<file path="config.mk">
export PLATFORM = sky130hd
export DESIGN_NAME = tape_recorder_flat
export DESIGN_NICKNAME = d
export VERILOG_FILES = /design/src/rtl/tape_recorder_if.sv /design/src/rtl/tape_recorder.sv /design/src/flat_wrapper.sv
export SDC_FILE = /design/constraint.sdc
export NUM_CORES = 1
export LEC_CHECK = 0
export BUFFER_PORTS_ARGS = -buffer_cell sky130_fd_sc_hd__buf_2
export CORE_ASPECT_RATIO = 1.5
export CORE_MARGIN = 3
export CORE_UTILIZATION = 35
export DETAILED_ROUTE_END_ITERATION = 6
export RECOVER_POWER = 50
export REMOVE_ABC_BUFFERS = 1
export SYNTH_ARGS = -nofsm -noshare
export SYNTH_HDL_FRONTEND = slang
export SYNTH_SLANG_ARGS = --single-unit
</file>
<file path="constraint.sdc">
create_clock -name clk -period 5.2 [get_ports clk]
set_clock_uncertainty 0.15 [all_clocks]
set_input_delay 0 -clock clk [delete_from_list [all_inputs] [get_ports clk]]
set_output_delay 0 -clock clk [all_outputs]
set_load 0.05 [all_outputs]
</file>
<file path="src/rtl/tape_recorder_if.sv">
// Byte stream from the tape recorder FIFO to the IO controller (valid/ready).
interface tape_recorder_if;
  logic [7:0] dout;
  logic       dout_valid;
  logic       dout_ready;

  modport master (output dout, output dout_valid, input dout_ready);
  modport slave  (input dout, input dout_valid, output dout_ready);
endinterface

</file>
<file path="src/rtl/tape_recorder.sv">
// PET cassette capture: timestamps cass_write falling edges and emits TAP v1 pulse bytes via a FIFO.
// Optional build macro TAPREC_GLITCH_FILTER_EN adds an 8-clk level filter after the synchronizer.
module tape_recorder #(
  parameter int FIFO_AW     = 4,
  parameter int LONG_THRESH = 1024
) (
  input  logic        clk,
  input  logic        reset_n,
  input  logic        ce_500k,
  input  logic        rec_en,
  input  logic        cass_motor_n,
  input  logic        cass_write,
  tape_recorder_if.master tap,
  output logic        overflow,
  output logic [23:0] byte_count
);

  localparam int               DEPTH     = 1 << FIFO_AW;
  localparam logic [FIFO_AW:0] DEPTH_C   = (FIFO_AW+1)'(DEPTH);
  localparam logic [FIFO_AW:0] LONG_LEN  = (FIFO_AW+1)'(4);
  localparam logic [FIFO_AW:0] SHORT_LEN = (FIFO_AW+1)'(1);
  localparam logic [22:0]      CNT_MAX   = 23'h7F_FFFF;
  localparam logic [22:0]      LONG_T    = 23'(LONG_THRESH);

  typedef enum logic [2:0] {
    IDLE    = 3'd0,
    EMIT_S  = 3'd1,
    EMIT_L0 = 3'd2,
    EMIT_L1 = 3'd3,
    EMIT_L2 = 3'd4,
    EMIT_L3 = 3'd5
  } state_t;

  state_t             state_r, state_nx;
  logic [1:0]         sync_r;
  logic               lvl_s, lvl_d_r, fall_s;
  logic               active_s, rec_en_d_r, rec_rise_s, rec_evt_s;
  logic [22:0]        tick_r, t_r, pend_t_r, launch_t_s;
  logic               armed_r, pend_v_r, pend_set_s, pend_clr_s;
  logic               launch_s, launch_long_s, drop_s;
  logic               push_s, push_ok_s, pop_s;
  logic [7:0]         push_byte_s, short_byte_s;
  logic [23:0]        p_s;
  logic [7:0]         mem_r [DEPTH];
  logic [FIFO_AW-1:0] wr_ptr_r, rd_ptr_r;
  logic [FIFO_AW:0]   count_r, free_s;

  assign active_s   = rec_en & ~cass_motor_n;
  assign rec_rise_s = rec_en & ~rec_en_d_r;

  // Two-flop synchronizer for the asynchronous PET write line
  always_ff @(posedge clk) begin
    if (!reset_n) sync_r <= 2'b00;
    else          sync_r <= {sync_r[0], cass_write};
  end

`ifdef TAPREC_GLITCH_FILTER_EN
  logic       filt_r;
  logic [2:0] filt_cnt_r;

  // Level filter: follow the input only after it has held a new level for 8 clk
  always_ff @(posedge clk) begin
    if (!reset_n) begin
      filt_r     <= 1'b0;
      filt_cnt_r <= 3'd0;
    end else if (sync_r[1] != filt_r) begin
      if (filt_cnt_r == 3'd7) begin
        filt_r     <= sync_r[1];
        filt_cnt_r <= 3'd0;
      end else begin
        filt_cnt_r <= filt_cnt_r + 3'd1;
      end
    end else begin
      filt_cnt_r <= 3'd0;
    end
  end
  assign lvl_s = filt_r;
`else
  assign lvl_s = sync_r[1];
`endif

  assign fall_s    = lvl_d_r & ~lvl_s;
  assign rec_evt_s = active_s & armed_r & fall_s;

  // Edge history and rec_en history for edge detection
  always_ff @(posedge clk) begin
    if (!reset_n) begin
      lvl_d_r    <= 1'b0;
      rec_en_d_r <= 1'b0;
    end else begin
      lvl_d_r    <= lvl_s;
      rec_en_d_r <= rec_en;
    end
  end

  // Pulse-width tick counter and arming; the first edge after activation only arms
  always_ff @(posedge clk) begin
    if (!reset_n) begin
      tick_r  <= 23'd0;
      armed_r <= 1'b0;
    end else if (!active_s) begin
      tick_r  <= 23'd0;
      armed_r <= 1'b0;
    end else begin
      if (fall_s)                              tick_r <= 23'd0;
      else if (ce_500k && (tick_r != CNT_MAX)) tick_r <= tick_r + 23'd1;
      if (fall_s) armed_r <= 1'b1;
    end
  end

  assign free_s       = DEPTH_C - count_r;
  assign p_s          = {t_r, 1'b0};
  assign short_byte_s = (t_r[9:2] == 8'h00) ? 8'h01 : t_r[9:2];

  // Record emission FSM: launch/accept/drop decision in IDLE, one pushed byte per EMIT state
  always_comb begin
    state_nx      = state_r;
    push_s        = 1'b0;
    push_byte_s   = 8'h00;
    launch_s      = 1'b0;
    launch_t_s    = tick_r;
    launch_long_s = 1'b0;
    drop_s        = 1'b0;
    pend_set_s    = 1'b0;
    pend_clr_s    = 1'b0;
    case (state_r)
      IDLE: begin
        if (pend_v_r) begin
          launch_s   = 1'b1;
          launch_t_s = pend_t_r;
          pend_clr_s = 1'b1;
          pend_set_s = rec_evt_s;
        end else if (rec_evt_s) begin
          launch_s   = 1'b1;
          launch_t_s = tick_r;
        end else begin
          launch_s   = 1'b0;
        end
        launch_long_s = (launch_t_s >= LONG_T);
        if (launch_s) begin
          if (launch_long_s && (free_s >= LONG_LEN))       state_nx = EMIT_L0;
          else if (!launch_long_s && (free_s >= SHORT_LEN)) state_nx = EMIT_S;
          else                                               drop_s   = 1'b1;
        end else begin
          state_nx = IDLE;
        end
      end
      EMIT_S:  begin push_s = 1'b1; push_byte_s = short_byte_s; pend_set_s = rec_evt_s; state_nx = IDLE;    end
      EMIT_L0: begin push_s = 1'b1; push_byte_s = 8'h00;        pend_set_s = rec_evt_s; state_nx = EMIT_L1; end
      EMIT_L1: begin push_s = 1'b1; push_byte_s = p_s[7:0];     pend_set_s = rec_evt_s; state_nx = EMIT_L2; end
      EMIT_L2: begin push_s = 1'b1; push_byte_s = p_s[15:8];    pend_set_s = rec_evt_s; state_nx = EMIT_L3; end
      EMIT_L3: begin push_s = 1'b1; push_byte_s = p_s[23:16];   pend_set_s = rec_evt_s; state_nx = IDLE;    end
      default: begin state_nx = IDLE; end
    endcase
  end

  // FSM state, latched pulse width, one-deep pending edge and sticky overflow
  always_ff @(posedge clk) begin
    if (!reset_n) begin
      state_r  <= IDLE;
      t_r      <= 23'd0;
      pend_v_r <= 1'b0;
      pend_t_r <= 23'd0;
      overflow <= 1'b0;
    end else begin
      state_r <= state_nx;
      if (launch_s && !drop_s) t_r <= launch_t_s;
      if (pend_set_s) begin
        pend_v_r <= 1'b1;
        pend_t_r <= tick_r;
      end else if (pend_clr_s) begin
        pend_v_r <= 1'b0;
      end
      if (rec_rise_s)  overflow <= 1'b0;
      else if (drop_s) overflow <= 1'b1;
    end
  end

  // Space was reserved at launch; the guard only protects against a full FIFO
  assign push_ok_s = push_s & ((count_r != DEPTH_C) | pop_s);
  assign pop_s     = tap.dout_ready & (count_r != {(FIFO_AW+1){1'b0}});

  // FIFO storage
  always_ff @(posedge clk) begin
    if (push_ok_s) mem_r[wr_ptr_r] <= push_byte_s;
  end

  // FIFO pointers, occupancy and pushed-byte counter
  always_ff @(posedge clk) begin
    if (!reset_n) begin
      wr_ptr_r   <= {FIFO_AW{1'b0}};
      rd_ptr_r   <= {FIFO_AW{1'b0}};
      count_r    <= {(FIFO_AW+1){1'b0}};
      byte_count <= 24'd0;
    end else begin
      if (push_ok_s) wr_ptr_r <= wr_ptr_r + {{(FIFO_AW-1){1'b0}}, 1'b1};
      if (pop_s)     rd_ptr_r <= rd_ptr_r + {{(FIFO_AW-1){1'b0}}, 1'b1};
      if (push_ok_s && !pop_s)      count_r <= count_r + SHORT_LEN;
      else if (pop_s && !push_ok_s) count_r <= count_r - SHORT_LEN;
      if (rec_rise_s)     byte_count <= 24'd0;
      else if (push_ok_s) byte_count <= byte_count + 24'd1;
    end
  end

  assign tap.dout_valid = (count_r != {(FIFO_AW+1){1'b0}});
  assign tap.dout       = tap.dout_valid ? mem_r[rd_ptr_r] : 8'h00;

endmodule

</file>
<file path="src/flat_wrapper.sv">
// flat-port wrapper written by rule: the top's interface ports become plain ports
module tape_recorder_flat 
#(
  parameter int FIFO_AW     = 4,
  parameter int LONG_THRESH = 1024
)
  (clk, reset_n, ce_500k, rec_en, cass_motor_n, cass_write, overflow, byte_count, tap_dout, tap_dout_valid, tap_dout_ready);
  tape_recorder_if tap_i ();
  input  logic clk;
  input  logic reset_n;
  input  logic ce_500k;
  input  logic rec_en;
  input  logic cass_motor_n;
  input  logic cass_write;
  output logic overflow;
  output logic [23:0] byte_count;
  output wire logic [$bits(tap_i.dout)-1:0] tap_dout;
  output wire logic [$bits(tap_i.dout_valid)-1:0] tap_dout_valid;
  input wire logic [$bits(tap_i.dout_ready)-1:0] tap_dout_ready;
  assign tap_dout = tap_i.dout;
  assign tap_dout_valid = tap_i.dout_valid;
  assign tap_i.dout_ready = tap_dout_ready;
  tape_recorder #(.FIFO_AW(FIFO_AW), .LONG_THRESH(LONG_THRESH)) u_core (.clk(clk), .reset_n(reset_n), .ce_500k(ce_500k), .rec_en(rec_en), .cass_motor_n(cass_motor_n), .cass_write(cass_write), .tap(tap_i), .overflow(overflow), .byte_count(byte_count));
endmodule
</file>
## Word level (Yosys, flattened, before mapping)

Memories as Yosys holds them, arrays and structs flattened. A register that Yosys moved wholly into a read port is not among the register bits.
Cells that the tools add are included.

- Register bits: 116
- Bits in writable memories: 128
- Input port bits: 7
- Logic and storage cells: 96
- Memories kept: 1

Memories:

| name | depth | bits a word | rd ports | clocked after Yosys merged registers in | write ports | line | text |
|---|---|---|---|---|---|---|---|
| u_core.mem_r | 16 | 8 | 1 | 1 | 1 | tape_recorder.sv:44 | `logic [7:0] mem_r [DEPTH];` |

- $add $sub $neg: 7
- Order comparisons: 3
- Eq/ne operators: 8
- Mux-type cells: 31
- Bitwise gates (word level): 13
- Reductions and logical operators: 19

Operator list:

| operator | number |
|---|---|
| $mux 23 | 3 |
| $pmux 8 s4 | 1 |
| $add 24x1->24 const B | 1 |
| $add 23x1->23 const B | 1 |
| $ge 23x11->1 const B | 1 |
| $ne 23x23->1 const B | 1 |
| $mux 1 | 16 |
| $mux 8 | 2 |
| $pmux 3 s4 | 1 |
| $mux 5 | 2 |
| $mux 3 | 3 |
| $add 4x1->4 const B | 2 |
| $logic_not 8->1 | 1 |
| $mux 4 | 2 |
| $and 1x1->1 | 7 |
| $eq 3x2->1 const B | 2 |
| $eq 3x3->1 const B | 2 |
| $logic_and 1x1->1 | 6 |
| $add 5x1->5 const B | 1 |
| $ge 5x1->1 const B | 1 |
| $ge 5x3->1 const B | 1 |
| $ne 5x5->1 const B | 1 |
| $not 1->1 | 5 |
| $reduce_bool 5->1 | 1 |
| 13 further kinds | 17 |

## Logic depth before layout (Yosys ltp)

Gate-level depths: netlist of the first run.

- Depth after elaboration: 11
- Mapped depth: 16
- Gate-level depth less buffers: 15

## Least setup slack after synthesis of the first run

OpenSTA, ideal clock, no wires.

- Kind: reg-to-reg
- From: reg u_core.count_r[0]
- To: reg u_core.count_r[4]
- Library setup time: 0.076 ns
- Data arrival time: 3.480 ns
- Required time: 4.974 ns
- Setup slack: 1.494 ns
- Stages on the path, launching flop included: 17
- Buffers on the path: 1
- Period minus slack after synthesis: 3.706 ns
- Cells stage by stage: dfxtp_1 inv_1 ha_1 nor3b_1 ha_1 nor2b_1 o211ai_1 inv_1 buf_1 ha_1 inv_1 fa_1 a21o_1 a21oi_1 xnor2_1 or3_1 a21boi_0

- Word-level cells in the longest chain between the ends: 7
- Elaborated cells on any way between the ends: 14
- Classes of those cells: 2 x add/sub; 1 x eq/ne; 2 x mux; 3 x bitwise; 6 x reduce/logical

RTL lines:

| what | line | text |
|---|---|---|
| from (decl) | tape_recorder.sv:46 | `logic [FIFO_AW:0] count_r, free_s;` |
| from (signal assigned) | tape_recorder.sv:193 | `count_r <= {(FIFO_AW+1){1'b0}};` |
| from (signal assigned) | tape_recorder.sv:198 | `if (push_ok_s && !pop_s) count_r <= count_r + SHORT_LEN;` |
| from (signal assigned) | tape_recorder.sv:199 | `else if (pop_s && !push_ok_s) count_r <= count_r - SHORT_LEN;` |
| $reduce_bool 5->1 | tape_recorder.sv:181 | `assign pop_s = tap.dout_ready & (count_r != {(FIFO_AW+1){1'b0}});` |
| $and 1x1->1 | tape_recorder.sv:181 |  |
| $or 1x1->1 * | tape_recorder.sv:180 | `assign push_ok_s = push_s & ((count_r != DEPTH_C) \| pop_s);` |
| $and 1x1->1 * | tape_recorder.sv:180 |  |
| named net u_core.push_ok_s | tape_recorder.sv:41 | `logic push_s, push_ok_s, pop_s;` |
| $logic_not 1->1 | tape_recorder.sv:199 |  |
| $logic_and 1x1->1 | tape_recorder.sv:199 |  |
| $reduce_bool 2->1 (no line) | n/a |  |

The timed path passes the listed nets; every way through them passes the cells marked *. The select of a mux whose other input is x is not followed.
A chain may end at the register's enable or synchronous reset.

## Worst setup path after layout of the first run

- From: reg u_core.count_r[0]
- To: reg u_core.count_r[4]

- Word-level cells in the longest chain between the ends: 7
- Elaborated cells on any way between the ends: 14
- Classes of those cells: 2 x add/sub; 1 x eq/ne; 2 x mux; 3 x bitwise; 6 x reduce/logical

RTL lines:

| what | line |
|---|---|
| $reduce_bool 5->1 | tape_recorder.sv:181 |
| $and 1x1->1 | tape_recorder.sv:181 |
| $or 1x1->1 | tape_recorder.sv:180 |
| $and 1x1->1 | tape_recorder.sv:180 |
| $logic_not 1->1 | tape_recorder.sv:199 |
| $logic_and 1x1->1 | tape_recorder.sv:199 |
| $reduce_bool 2->1 (no line) | n/a |

Several ways; a longest one is shown, not always the timed one. The select of a mux whose other input is x is not followed.

==> out/metrics.cfg, run 1 <==
[run_status]
status = finished, violations left
violations = capacitance limit, slew limit

[power]
p_int_w = 0.00355
power_frac_seq = 0.425
swShare = 0.284
comb_power_share = 0.199
clockPowerShare = 0.377
ir_drop_mv = 0.227
leakage_nw = 4.11
power.density_mw_per_mm2 = 400
p_switching_w = 0.00141

[setup_path]
rr_worst_depth = 15
cp_slowest_cell = o211ai_1
r2r-start = u_core.count_r[0]
cp.arrival_ps = 4820
crit_type = flop to flop
worstSetupStartpointType = flop
reg2reg_to = u_core.count_r[4]
path_max_fanout = 14
max_stage_delay_ps = 790
crit_top_cell = ha_1
end_kind = flop
crit_chain = inv_1 > ha_1 > nor3b_1 > ha_1 > nor2b_1 > o211ai_1 > inv_1 > ha_1 > inv_1 > ha_1 > a21o_1 > a21oi_1 > xnor2_1 > or3_1 > a21boi_0
crit_required_ps = 5520
ff2ff_setup_slack_ps = 700

[clock_network]
cts_buffer_depth = 3
cts_tree = yes
cts_buffers = 24
clk_pin_slew_ps = 60
cts_root_buf = clkbuf_16
cts_setup_buffers = 0
clk_latency_ps = 540
h-tree-depth = 1
ctsResizeCount = 0
ctsHoldBuffers = 8
cts.sinks = 248

[yosys]
ys_seq_area_frac = 0.572
avgSynthCellArea_um2 = 12.4
synth_edf_count = 128
synth-seq-cells = 248
synth_cells = 878
yosysMostFrequentCell = edfxtp_1
synthTopCellsByCount = 128 x edfxtp_1, 120 x dfxtp_1, 85 x nand2_1
yosysWarnings = 0
netlist_top_cells_area = edfxtp_1 35%, dfxtp_1 22%, mux4_2 8.2%
syn-cell-area_mm2 = 0.0109
synth_top_area_cell = edfxtp_1
synthArstFlopShare = 0
synth_top_area_frac = 0.352
ys.flop_type = edfxtp_1
synth.distinct_cells = 52

[timing]
timing.fmax_ghz = 0.222
layout_setup_ws_ps = 702
finalSetupViolCount = 0
hold_violations = 0
slew_violations = 24
period_minus_slack_ps = 4500
finalCritPeriodShare = 0.865
worstMarginPinSlew_ps = 1830
relSlewSlack = -0.221
finalSetupTns_ps = 0
rsz0062_at_grt = no

[routing]
drc_errors = 0
vias_per_cell = 4.95
drtAntennaViolNets = 0
wire_per_inst_um = 16.6
routed_wl_mm = 22.2
drtPass1Iterations = 4
drtIter0Drc = 429
dr_total_vias = 6624

[floorplan]
die_x_um = 150
initial_core_util = 0.358
die_h_um = 222
die_area_mm2 = 0.0334
num_rows = 78
core_mm2 = 0.0305
ios = 41

[finish]
final_core_utilization = 0.406
drive_gt1_frac = 0.140
fin_area_mm2 = 0.0124
fillers = 2876
area_growth_syn_to_layout_pct = 13.6
finalNetCount = 943
n_antenna_cell = 0

[grt]
antenna_found_initial = 0
grt_pass1_wl_mm = 36.2
overflow = 0
grtUsageTotal = 0.135
grt_pass1_vias = 6667
grt_max_degree = 81

[placement]
placed_area_mm2 = 0.0116
port_buffers = 40
gp_congestion = 0.761
dp_slack_ps = 727
post-dp-hpwl_mm = 15.2

[min_path]
min_to = u_core.sync_r[0]
hp-class = primary input to flop
hold_depth = 3
hold_start = cass_write

[run]
max_cap_violations = 1

[metrics by stage]
stage | power, W | hold WS (ps) | cells
finish | 0.00496 | 53.1 | 1337
global route | 0.00518 | 47.9 | 1337
detailed placement | 0.00315 | 65.8 | 1285
global placement | 0.00313 | 64.3 | 1285
floorplan | 0.00292 | -70.7 | 825
CTS | 0.00503 | 29.2 | 1337
[placed cells by master (no fill, tap or decap), drive strengths merged, types with 21 or more instances in the layout]
master and n:
and2 29, buf 24, mux2 22, edfxtp 128
mux2i 62, dfxtp 120, clkbuf 63, nor4 21
nor2 66, xnor2 44, nand2 85, mux4 40
nor2b 27
[sequential cells by signal (all words and copies together), names as in the netlist, 2 cells and up, named ones only]
signal and cells:
u_core.mem_r 128, u_core.state_r 3, u_core.wr_ptr_r 4, u_core.t_r 23, u_core.tick_r 23, u_core.rd_ptr_r 4, u_core.sync_r 2, u_core.pend_t_r 23
u_core.count_r 5, u_core.byte_count 24
[critical path, delay by kind of cell, from the launching register on]
kind / cells / cell delay, ps
AOI/OAI and AO/OA: 4 / 1320
adders and majority gates: 4 / 1060
buffers and inverters: 3 / 730
and+or+nand+nor: 3 / 680
DFF: 1 / 390
xor gates and xnor gates: 1 / 90
[cells by family (layout without fill, tap and decap cells)]
group                      count (synthesis)  count (layout)  share of synthesized area
xor gates and xnor gates                  50              50                     0.0401
muxes                                    124             124                      0.162
adders and majority gates                 17              17                     0.0202
buffers and inverters                     72             131                     0.0276
AOI/OAI and AO/OA                         60              60                     0.0368
and+or+nand+nor                          307             307                      0.142
DFF                                      248             248                      0.572
[worst max-delay path by stage]
stage / from / end / cells after the start
after floorplan: u_core.state_r[0] / u_core.t_r[0] / 5
after global placement: u_core.count_r[0] / u_core.count_r[4] / 15
after detailed placement: u_core.count_r[0] / u_core.count_r[4] / 15
after CTS: u_core.count_r[0] / u_core.count_r[4] / 15
after global routing: u_core.count_r[0] / u_core.count_r[4] / 15
final: u_core.count_r[0] / u_core.count_r[4] / 15
[layer usage]
metal	track usage	up-vias	part of all wire
li1	-	3279	-
met1	0.163	3210	0.42
met2	0.243	106	0.52
met3	0.0192	29	0.033
met4	0.0440	0	0.027
met5	0	-	0
[power groups by stage]
stage	Combinational, W	Sequential [W]	Clock, W
6_report	0.000986	0.00211	0.00187
5_1_grt	0.00108	0.00211	0.00200
4_1_cts	0.00101	0.00211	0.00192
3_5_place_dp	0.000997	0.00215	0
3_3_place_gp	0.000983	0.00215	0
2_1_floorplan	0.000709	0.00221	0
[layout make-up]
class                   instances  area [um2]  area share
clock inverters                17         223      0.0179
repair buffers                 68         360      0.0290
multi-input cells             558        4380       0.353
inverters                      19        71.3     0.00575
well taps                     400         500      0.0403
flip-flops and latches        248        6250       0.503
clock buffers                  27         632      0.0509
Power figures use the tool's default switching activity.
==> inputs of run 2 (changes only) <==
Settings changed: CORE_ASPECT_RATIO 1.5 to 0.9.
==> run 2 against run 1 <==
  * The flow still finishes with violations (capacitance limit, slew limit)
  * Cell area is 0.21% lower
  * Wire length grew 2.9%
  * First-iteration DRC count up 7.2%
  * Flip-flop and latch count is the same
  * Critical path depth decreased by 10
  * Critical path type is now primary input to flop
  * Critical endpoint is now u_core.overflow
  * Largest cell class unchanged
==> out/metrics.cfg, run 2 (synthesis gave the netlist of run 1 again) <==
[grt]
antenna_found_initial = 0
grt_max_degree = 93
grt_pass1_vias = 6510
grtUsageTotal = 0.135
overflow = 0
grt_pass1_wl_mm = 36.4

[timing]
rsz0062_at_grt = no
timing.fmax_ghz = 0.242
finalCritPeriodShare = 0.793
finalSetupViolCount = 0
relSlewSlack = -1.37
finalSetupTns_ps = 0
hold_violations = 0
period_minus_slack_ps = 4120
worstMarginPinSlew_ps = 3550
slew_violations = 127

[finish]
drive_gt1_frac = 0.136
largest_registers = u_core.mem_r (128), u_core.byte_count (24)
stdcell_count = 1339
largest_reg_flops = 128
final_cell_mix = 128 x edfxtp_1, 119 x dfxtp_1, 85 x nand2_1
area_growth_syn_to_layout_pct = 13.3
layout_commonest_cell = edfxtp_1
finalNetCount = 940
largest-register = u_core.mem_r
fin_area_mm2 = 0.0124
n_antenna_cell = 0

[run]
max_cap_violations = 3

[clock_network]
cts_tree = yes
clk_pin_slew_ps = 60
cts_root_buf = clkbuf_16
clk_latency_ps = 530
cts_buffer_depth = 3
cts_setup_buffers = 0
cts.sinks = 248
h-tree-depth = 1
cts_buffers = 26

[floorplan]
core_mm2 = 0.0303
ios = 41
die_area_mm2 = 0.0334
num_rows = 60
die_h_um = 174
die_x_um = 192
initial_core_util = 0.360

[placement]
post-dp-hpwl_mm = 14.7
port_buffers = 40
placed_area_mm2 = 0.0115
gp_congestion = 0.741
dpl.cell_count = 1284

[run_status]
status = finished, violations left
violations = capacitance limit, slew limit

[routing]
drtAntennaViolNets = 0
drtPass1Iterations = 4
drc_errors = 0
wire_per_inst_um = 17.1
vias_per_cell = 4.95
dr_total_vias = 6634
drtIter0Drc = 460
routed_wl_mm = 22.9

[setup_path]
crit_chain = clkbuf_1 > clkbuf_1 > o21ai_2 > nor2_1 > a32o_1
crit_required_ps = 5530
crit_top_cell = clkbuf_1
worst-path-buf-inv = 2
cp.arrival_ps = 4450
crit_type = primary input to flop
rr_worst_depth = 15
max_stage_delay_ps = 2530
end_kind = flop
worstSetupStartpointType = primary input
path_max_fanout = 92
cp_top_family = buffers and inverters
cp_slowest_cell = clkbuf_1
cp.depth = 5

[power]
leakage_nw = 4.09
ir_drop_mv = 0.394
power.density_mw_per_mm2 = 396

[min_path]
hold_depth = 3
hp-class = primary input to flop

-- run 2: worst min-delay path: stages --
cell,delay [ps]
dlygate4sd3_1,520
buf_2,90
and2_1,110
-- run 2: final cells by class --
| type | count | area, um2 |
|---|---|---|
| inverter | 19 | 71.3 |
| tap | 403 | 504 |
| clock inverter | 19 | 181 |
| sequential | 248 | 6250 |
| clock buffer | 29 | 662 |
| timing repair buffer | 63 | 329 |
| fill | 2899 | 17900 |
| multi-input combinational | 558 | 4390 |
-- run 2: routing by layer --
metal  vias up  global-route usage  wire length, um
met3        32              0.0237             1100
met2       119               0.203             9930
li1       3285                   -                -
met1      3198               0.203            11500
met4         0              0.0279              373
met5         -                   0                0
-- run 2: path summary, 6_finish.rpt --
kind | startpoint | end | slack (ps)
setup / recovery | reset_n | u_core.overflow | 1080
hold / removal | cass_write | u_core.sync_r[0] | 80
setup reg to reg | u_core.count_r[0] | u_core.count_r[4] | 1110
hold reg to reg | u_core.sync_r[0] | u_core.sync_r[1] | 280
-- run 2: report_power, final --
group          internal, W  switching (W)  total, W
clock              0.00107       0.000765   0.00183
sequential         0.00207      0.0000390   0.00211
combinational     0.000355       0.000613  0.000968
-- run 2: what timing repair did --
item                                   CTS  global route
hold buffers                             7             0
endpoints found under the hold margin   26             0
resized for setup                        0             0
-- run 2: stage by stage --
stage           util  worst slack (ps)  total power (W)  hold WS [ps]
2_1_floorplan      -              1120          0.00292         -70.7
3_3_place_gp   0.381              1250          0.00312          56.6
3_5_place_dp   0.381              1060          0.00313          65.4
4_1_cts        0.411              1060          0.00498          46.4
5_1_grt        0.408               524          0.00514          82.3
6_report       0.408              1080          0.00491          76.3
==> inputs of run 3 (changes only) <==
Settings changed: ABC_AREA set to 1.
Clock period 5.2 ns to 4.1 ns, I/O delays scaled along.
==> run 3 against run 2 <==
  * The flow still finishes with violations (capacitance limit, slew limit)
  * Sequential share of layout area shrank 2.2 points
  * Setup slack got worse by 550 ps
  * Cell area rose by 4.7%
  * Wire length increased by 17%
  * Global-route usage increased by 1.8 points
  * Area after synthesis increased by 5.5%
  * Hold slack improved by 93 ps
  * Flip-flop and latch count stayed put
  * Die area grew 5.3%
  * Critical endpoint is now u_core.count_r[4]
  * Clock power grew 41%
  * Sequential power up 27%
  * Synthesized cell count up 51%
==> out/metrics.cfg, run 3 <==
[run_status]
status = finished, violations left
violations = capacitance limit, slew limit

[timing]
slew_violations = 128
finalSetupTns_ps = 0
finalCritPeriodShare = 0.873
period_minus_slack_ps = 3580
rsz0062_at_grt = no
hold_violations = 0
whs_ps = 169
worstMarginPinSlew_ps = 2570
finalSetupViolCount = 0
timing.fmax_ghz = 0.279
relSlewSlack = -0.713

[finish]
layout_commonest_cell = nand2_1
fillers = 3207
ff_latch_area_mm2 = 0.00625
area_growth_syn_to_layout_pct = 12.4
largest-register = u_core.mem_r
final_cell_mix = 257 x nand2_1, 188 x nor2_1, 128 x edfxtp_1
largest_registers = u_core.mem_r (128), u_core.byte_count (24)
fin_area_mm2 = 0.0130
largest_reg_flops = 128
n_antenna_cell = 0
drive_gt1_frac = 0.0701
finalNetCount = 1373
multi_input_area_mm2 = 0.00443

[power]
leakage_nw = 4.62
power.density_mw_per_mm2 = 515
ir_drop_mv = 0.296
power_w = 0.00667

[routing]
vias_per_cell = 4.95
drtIter0Drc = 500
dr_total_vias = 8833
drtPass1Iterations = 5
wire_per_inst_um = 15.0
drtAntennaViolNets = 0
routed_wl_mm = 26.8
drc_errors = 0

[yosys]
netlist_top_cells_area = edfxtp_1 33%, dfxtp_1 21%, nand2_1 8.3%
ys.flop_type = edfxtp_1
syn-cell-area_mm2 = 0.0115
synth_cells = 1329
synthTopCellsByCount = 256 x nand2_1, 188 x nor2_1, 128 x edfxtp_1
synth.distinct_cells = 43
yosysWarnings = 0
synth-seq-cells = 248
synth_top_area_frac = 0.333
yosysMostFrequentCell = nand2_1
avgSynthCellArea_um2 = 8.68
synth_edf_count = 128
synthArstFlopShare = 0
synth_top_area_cell = edfxtp_1
ys_seq_area_frac = 0.542

[clock_network]
cts_root_buf = clkbuf_16
clk_latency_ps = 530
cts_tree = yes
cts_buffers = 27
clk_pin_slew_ps = 60
cts_buffer_depth = 3
cts.sinks = 248
h-tree-depth = 1
ctsResizeCount = 0

[setup_path]
r2r-start = u_core.count_r[0]
crit_end = u_core.count_r[4]
startpoint = u_core.count_r[0]
worstSetupStartpointType = flop
ff2ff_setup_slack_ps = 520
crit_type = flop to flop
crit_required_ps = 4360
cp.arrival_ps = 3840
rr_worst_depth = 20
path_max_fanout = 9
end_kind = flop
reg2reg_to = u_core.count_r[4]

[floorplan]
die_area_mm2 = 0.0352
die_x_um = 197
initial_core_util = 0.358
core_mm2 = 0.0322
die_h_um = 178
num_rows = 62
ios = 41

[grt]
grt_pass1_wl_mm = 44.2
grt_pass1_vias = 8360
antenna_found_initial = 0
grt_max_degree = 65
overflow = 0
grtUsageTotal = 0.152

[placement]
port_buffers = 40
placed_area_mm2 = 0.0120
gp_congestion = 0.854
post-dp-hpwl_mm = 18.1

[run]
max_cap_violations = 5

[min_path]
hp-class = primary input to flop

[run 3: power breakdown]
part           leakage, nW  internal, W  total (W)  switching (W)
clock network        0.466      0.00159    0.00258       0.000994
logic                 2.02     0.000377    0.00142        0.00104
registers             2.14      0.00263    0.00267      0.0000408
total                 4.62      0.00460    0.00667        0.00208
[run 3: layout make-up]
cell class / count / share of cell area
Clock buffer: 29 / 0.0527
Clock inverter: 21 / 0.0210
Inverter: 128 / 0.0375
Sequential cell: 248 / 0.482
Timing Repair Buffer: 60 / 0.0248
Tap cell: 416 / 0.0402
Multi-Input combinational cell: 884 / 0.342
[run 3: worst max-delay path, stage by stage (launching register included)]
cell	delay, ps
dfxtp_1	370
inv_1	160
ha_1	160
inv_1	50
nor3_1	210
ha_1	430
inv_1	100
nand2_1	170
nand2_1	80
nand2_1	80
inv_1	50
ha_1	210
inv_1	150
ha_1	300
a21o_1	200
a21oi_1	170
nor2_1	60
nor2_1	80
nand2_1	70
o21ai_0	140
a21oi_1	60
[run 3: kinds of logic after synthesis]
group,synth area share
and+or+nand+nor,0.199
AOI/OAI and AO/OA,0.139
DFF,0.542
xor gates and xnor gates,0.0281
buffers and inverters,0.0736
adders and majority gates,0.0191
[run 3: what timing repair did]
item | 4_1_cts | 5_1_grt
endpoints found under the hold margin | 57 | 0
hold buffers | 7 | 0
setup buffers | 0 | 0
endpoints found under the setup margin | 0 | 0
[run 3: worst min path at each step]
stage                 startpoint           endpoint  slack [ps]  depth (start not counted)
floorplan                reset_n   u_core.sync_r[0]         -60                          2
global placement      cass_write   u_core.sync_r[0]          50                          3
detailed placement    cass_write   u_core.sync_r[0]          50                          3
CTS                      reset_n   u_core.sync_r[1]           2                          4
global route             ce_500k  u_core.tick_r[22]         220                          4
finish              cass_motor_n     u_core.armed_r         170                          5
[run 3: metal layers]
layer  vias to the layer above  track usage  part of all wire
li1                       4501            -                 -
met1                      4052        0.223              0.49
met2                       237        0.238              0.43
met3                        43       0.0251             0.055
met4                         0       0.0338             0.022
met5                         -            0                 0
[run 3: per-stage QoR]
step                      utilization  cells  setup slack (ps)
final                           0.403   1786               522
after global routing            0.403   1786              74.1
after CTS                       0.405   1786               530
after detailed placement        0.374   1729               539
after global placement          0.374   1729               598
after floorplan                     -   1260              59.9
